### config.mk
export PLATFORM = sky130hd
export DESIGN_NAME = gcd_job_sequencer
export DESIGN_NICKNAME = d
export VERILOG_FILES = /design/src/rtl/gcd_job_sequencer.sv
export SDC_FILE = /design/constraint.sdc
export NUM_CORES = 1
export LEC_CHECK = 0
export BUFFER_PORTS_ARGS = -buffer_cell sky130_fd_sc_hd__buf_2
export CAP_MARGIN = 20
export CORE_AREA = 2 2 124 126
export DETAILED_ROUTE_END_ITERATION = 8
export DIE_AREA = 0 0 126 128
export SETUP_SLACK_MARGIN = 0.05
export SYNTH_ARGS = -nofsm -noshare
export SYNTH_HDL_FRONTEND = slang
export SYNTH_SLANG_ARGS = --single-unit
export TNS_END_PERCENT = 50
### constraint.sdc
create_clock -name clk -period 4.5 [get_ports clk]
set_clock_uncertainty 0.15 [all_clocks]
set_input_delay 0.675 -clock clk [delete_from_list [all_inputs] [get_ports clk]]
set_output_delay 0.675 -clock clk [all_outputs]
set_load 0.05 [all_outputs]
### src/rtl/gcd_job_sequencer.sv
// rtl/gcd_job_sequencer.sv - job front-end that clears, loads and waits on a subtractive GCD core
// Zero operands bypass the core; a WAIT-cycle timeout aborts a hung job with an error flag.
module gcd_job_sequencer #(
    parameter int W              = 16,
    parameter int TIMEOUT_CYCLES = 65544,
    parameter int CNT_W          = 32
) (
    input  logic         clk,
    input  logic         rst_n,
    input  logic         in_valid,
    output logic         in_ready,
    input  logic [W-1:0] in_a,
    input  logic [W-1:0] in_b,
    output logic         out_valid,
    input  logic         out_ready,
    output logic [W-1:0] out_gcd,
    output logic         out_err,
    output logic         busy,
    output logic         gcd_clr,
    output logic         gcd_start,
    output logic [W-1:0] gcd_data_in,
    input  logic         gcd_done,
    input  logic [W-1:0] gcd_result
);

    typedef enum logic [2:0] {
        S_IDLE,
        S_CLEAR,
        S_LOAD_A,
        S_LOAD_B,
        S_WAIT,
        S_RESULT
    } state_t;

    state_t         r_state;
    state_t         w_next;
    logic [W-1:0]   r_a;
    logic [W-1:0]   r_b;
    logic [W-1:0]   r_gcd;
    logic           r_err;
    logic [CNT_W-1:0] r_cnt;

    logic w_accept;
    logic w_zero;
    logic w_timeout;

    assign w_accept  = (r_state == S_IDLE) && in_valid;
    assign w_zero    = (in_a == '0) || (in_b == '0);
    assign w_timeout = (r_cnt == CNT_W'(TIMEOUT_CYCLES - 1));

    always_comb begin
        w_next = r_state;
        case (r_state)
            S_IDLE:   if (in_valid) w_next = w_zero ? S_RESULT : S_CLEAR;
            S_CLEAR:  w_next = S_LOAD_A;
            S_LOAD_A: w_next = S_LOAD_B;
            S_LOAD_B: w_next = S_WAIT;
            S_WAIT:   if (gcd_done || w_timeout) w_next = S_RESULT;
            S_RESULT: if (out_ready) w_next = S_IDLE;
            default:  w_next = S_IDLE;
        endcase
    end

    always_ff @(posedge clk or negedge rst_n) begin
        if (!rst_n) begin
            r_state <= S_IDLE;
            r_a     <= '0;
            r_b     <= '0;
            r_gcd   <= '0;
            r_err   <= 1'b0;
            r_cnt   <= '0;
        end else begin
            r_state <= w_next;
            if (w_accept) begin
                r_a <= in_a;
                r_b <= in_b;
                if (w_zero) begin
                    r_gcd <= in_a | in_b;
                    r_err <= 1'b0;
                end
            end
            if (r_state == S_LOAD_B) begin
                r_cnt <= '0;
            end
            if (r_state == S_WAIT) begin
                r_cnt <= r_cnt + CNT_W'(1);
                // done takes priority over a coincident timeout
                if (gcd_done) begin
                    r_gcd <= gcd_result;
                    r_err <= 1'b0;
                end else if (w_timeout) begin
                    r_gcd <= '0;
                    r_err <= 1'b1;
                end
            end
        end
    end

    assign in_ready    = (r_state == S_IDLE);
    assign busy        = (r_state != S_IDLE);
    assign out_valid   = (r_state == S_RESULT);
    assign out_gcd     = r_gcd;
    assign out_err     = r_err;
    assign gcd_clr     = (r_state == S_CLEAR);
    assign gcd_start   = (r_state == S_LOAD_A);
    assign gcd_data_in = ((r_state == S_CLEAR) || (r_state == S_LOAD_A)) ? r_a :
                         ((r_state == S_LOAD_B) || (r_state == S_WAIT))  ? r_b : '0;

endmodule
After elaboration in Yosys (flattened, before gate mapping)
Index checks and enable logic that the tools add are counted.
- bits in registers: 84
- bits in latches: 0
- RAM bits: 0
- ROM bits: 0
- bits of input ports: 53
- output and inout bits: 38
- memories: 0
- add/sub/neg operators: 1
- multiply operators: 0
- div/mod/pow operators: 0
- magnitude comparators: 0
- equal/unequal tests: 9
- shift operators: 0
- multiplexer cells: 19
- bitwise gates (word level): 1
- reduce and logical (&&, ||, !) cells: 11
- operators by type and width (cell ; number):
    $mux W16 ; 7
    $mux W32 ; 2
    $add A32 B1 Y32 const B ; 1
    $eq A32 B17 Y1 const B ; 1
    $logic_not A16 Y1 ; 2
    $pmux W3 S6 ; 1
    $or A16 B16 Y16 ; 1
    $mux W3 ; 4
    $eq A3 B2 Y1 const B ; 2
    $eq A3 B3 Y1 const B ; 2
    $mux W1 ; 5
    $logic_or A1 B1 Y1 ; 4
    $ne A2 B2 Y1 const B ; 2
    $eq A3 B1 Y1 const B ; 1
    $logic_not A3 Y1 ; 1
    $reduce_and A3 Y1 ; 1
    $reduce_bool A3 Y1 ; 1
    $ne A2 B1 Y1 const B ; 1
    $reduce_bool A2 Y1 ; 1
    $logic_and A1 B1 Y1 ; 1

Depth between registers and ports, before layout
- word-level depth: 7
- gate-level depth with buffers: 8
- gate-level depth less buffers: 5

Least setup slack after synthesis
OpenSTA, ideal clock, no wires.
- path type: reg-to-output
- start point: register r_state[0]
- end point: output gcd_data_in[10]
- arrival: 2856 ps
- required time: 3675 ps
- setup slack: 819 ps
- cell stages (with the launch flop): 7
- path through: dfrtp_1 buf_2 nor3b_1 or2_2 buf_2 buf_2 a22o_1
- elaborated cells between the ends (all ways): 8
- RTL lines (what ; RTL line ; RTL):
    start: declaration ; 35 ; state_t r_state;
    start signal: assignment ; 73 ; r_state <= w_next;
    $eq A3 B1 Y1 ; -- ;
    via gcd_clr ; 19 ; output logic gcd_clr,
    $logic_or A1 B1 Y1 ; 106 ; assign gcd_data_in = ((r_state == S_CLEAR) || (r_state == S_LOAD_A)) ? r_a :
    $mux W16 ; 106 ;
    end: declaration ; 21 ; output logic [W-1:0] gcd_data_in,
The timed path passes the listed nets, and every way through them passes these cells.

Worst setup path in the final report
- start point: register r_state[0]
- end point: output gcd_data_in[12]
- word-level cells in the longest chain between the ends: 4
- elaborated cells between the ends (all ways): 8
- RTL lines (what ; RTL line ; RTL):
    $eq A3 B2 Y1 / $eq A3 B3 Y1 (equally long branches) ; 107 ; ((r_state == S_LOAD_B) || (r_state == S_WAIT)) ? r_b : '0;
    $logic_or A1 B1 Y1 ; 107 ;
    $mux W16 ; 107 ;
    $mux W16 (*) ; 106 ;
Mark *: on every way between the ends. The rest lies on a longest branch, timed or not.

==> flow_summary_export.csv <==
group,metric,value,unit
finish,synthToLayoutAreaGrowth,20.7,%
cts,cts_buffer_depth,2,
timing,relSlewSlack,0.490,
power,p_sw_frac,0.455,
cts,clock_sinks,84,
timing,rsz0062_at_grt,"false",
flow_run,drv_cap,0,
yosys,synth_common_cells,"84 x dfrtp_1, 44 x nor2_1, 35 x nand2_1",
detailed_routing,drtPass1Iterations,4,
timing,finalSetupViolCount,0,
detailed_routing,viasPerCell,5.09,
placement,pre_cts_slack,1320,ps
yosys,yosysMostFrequentCell,"dfrtp_1",
timing,slew_viol_final,0,
yosys,avgSynthCellArea,10.8,sq um
yosys,ys_warn_count,0,
cts,cts_resized,0,
floorplanning,pin_count,91,
yosys,netlist_area,4380,sq um
detailed_routing,wl_met1,5250,um
detailed_routing,top_layer,"met4",
yosys,synthFlopType,"dfrtp_1",
detailed_routing,wl,11800,um
yosys,synthDistinctLibCells,48,
finish,antennaDiodeCount,0,
floorplanning,die_h,128,um
placement,portBuffers,90,
timing,hold_viol_final,0,
floorplanning,start_util,0.295,
min_path,hold_class,"input pin to async pin",
finish,ff_latch_area,2100,sq um
setup_path,crit_path_max_fanout,16,
timing,holdWs,28.5,ps
finish,nFillCells,1539,
detailed_routing,drcViolationCount,0,
detailed_routing,drt_iter0_markers,116,
power,leakagePower,2.23,nW
timing,setup_slack,1220,ps
detailed_routing,wl_per_cell,17.4,um
power,powerDensity,686,nW/um^2
yosys,synth_edf_count,0,
floorplanning,core,14900,sq um
grt,grt-ovfl-total,0,
grt,grt_pass1_wl,18900,um
cts,clkLatencyLatePin,340,ps
yosys,ys_top_cells_by_area,"dfrtp_1 48%, mux2_2 8.2%, xnor2_1 3.8%",
setup_path,endpoint_kind,"output port",
cts,cts_tree,"built",
cts,cts-root-buf,"clkbuf_16",
yosys,netlist.area_leader.share,0.480,
yosys,ys_ff_latch,84,
power,switching_power,0.00165,W
grt,track_usage,0.148,
power,clock_power_share,0.223,
cts,cts_max_level,3,
setup_path,cp.required,3670,ps
cts,cts_buffers,9,
timing,clock.fmax,305,MHz
detailed_routing,dr_wl_met2,5780,um
power,vdd_ir_drop_max,510,uV
grt,grt_max_degree,85,
grt,first_global_vias,3519,
yosys,async_flop_share,1.00,
finish,multi_input_area,2090,sq um
cts,clk_pin_slew,60,ps
status,outcome,"complete, no violations",
grt,antenna_found_initial,1,
detailed_routing,wl_met3,632,um
floorplanning,die_width,126,um
cts,holdBufCountCts,0,
yosys,yosysSeqAreaShare,0.480,
power,p_comb_frac,0.456,
timing,final.setup.tns,0,ps
finish,fin_nets,539,
placement,dpl.hpwl,8470,um
power,p_int,0.00198,W
yosys,syn_nets,460,
yosys,synth_largest_area_cell,"dfrtp_1",
power,sequentialPowerShare,0.321,
timing,fin_crit_sh,0.730,
timing,period_minus_slack,3280,ps
yosys,netlist_instances,406,
placement,place_congestion,0.832,
detailed_routing,vias,3453,
floorplanning,core.rowCount,45,
setup_path,timing.critical_path.from_type,"register",
floorplanning,dieArea,16100,sq um
setup_path,arrival,2460,ps
finish,drive_gt1_frac,0.339,
setup_path,critical_path_class,"register to output port",
detailed_routing,ant_nets,0,
cts,cts_setup_buffers,0,
timing,worst-slew-pin-transition,763,ps
-- critical path, stage by stage (launching register included) --
cell and delay (ps):
dfrtp_1 520, or3b_2 530, nand2_1 490, a22o_1 290, buf_2 280
-- placed cells by master, fill, tap and decap left out, types with 2 or more instances in the layout --
master	n
buf_2	89
nor3_1	5
nor4_1	16
o21ai_0	7
nor2_1	44
buf_4	4
nor3_2	4
clkinvlp_4	2
a21oi_1	10
and3b_1	2
nor3b_1	16
nor4_2	7
o31ai_1	17
clkbuf_16	9
mux2_2	32
xor2_1	3
bufinv_16	2
a31o_1	2
and2_1	4
nand2b_1	3
nand4_1	9
o2111ai_4	2
nand3_1	7
or3_1	4
inv_1	7
nor4_4	2
nor3b_2	2
a22o_1	17
nand2_1	35
and4_1	5
xnor2_1	19
dfrtp_1	84
-- layout make-up --
cell class	instances	share of cell area
clock buffer	9	0.0426
clock inverter	7	0.0189
inverter	7	0.00497
multi-input combinational	289	0.396
sequential	84	0.398
tap	188	0.0445
timing repair buffer	94	0.0952
-- per-layer routing --
metal,vias to the layer above,global-route usage
li1,1624,-
met1,1719,0.194
met2,101,0.248
met3,9,0.0363
met4,0,0.0330
met5,-,0
-- state kept, by name (all words and copies together) (netlist names) --
name,cells
out_err,1
out_gcd,16
r_a,16
r_b,16
r_cnt,32
r_state,3
-- cells by family after synthesis --
family | Yosys count | share of synthesized area
AOI/OAI and AO/OA | 59 | 0.109
xor gates and xnor gates | 22 | 0.0440
and+or+nand+nor | 174 | 0.238
muxes | 33 | 0.0846
buffers and inverters | 33 | 0.0420
adders and majority gates | 1 | 0.00286
DFF | 84 | 0.480
-- worst paths after layout --
check | from | end | slack [ps] | cells past startpoint
max | r_state[0]$_DFFE_PN0P_ | gcd_data_in[12] | 1220 | 4
min | rst_n | r_cnt[17]$_DFFE_PN0N_ | 30 | 1
max reg2reg | r_state[0]$_DFFE_PN0P_ | r_cnt[25]$_DFFE_PN0N_ | 1760 | 6
min reg2reg | r_a[6]$_DFFE_PN0N_ | r_a[6]$_DFFE_PN0N_ | 360 | 1
max in group asynchronous | rst_n | r_a[0]$_DFFE_PN0N_ | 3570 | 2
min in group clk | r_a[6]$_DFFE_PN0N_ | r_a[6]$_DFFE_PN0N_ | 360 | 1
-- power by group through the flow --
stage / logic (W) / registers (W) / clock network (W)
after floorplan: 0.00109 / 0.00136 / 0
after global placement: 0.00166 / 0.00117 / 0
after detailed placement: 0.00167 / 0.00117 / 0
after CTS: 0.00167 / 0.00116 / 0.000823
after global routing: 0.00176 / 0.00120 / 0.000860
final: 0.00165 / 0.00116 / 0.000807
-- metrics by stage --
step                      instances  total power, W  area [sq um]  utilization
after CTS                       677         0.00366          5260        0.354
after global routing            678         0.00381          5290        0.356
after global placement          661         0.00283          4930        0.332
final                           678         0.00363          5290        0.356
after detailed placement        661         0.00284          4930        0.332
after floorplan                 406         0.00245          4380            -
(Power assumes the default switching activity.)
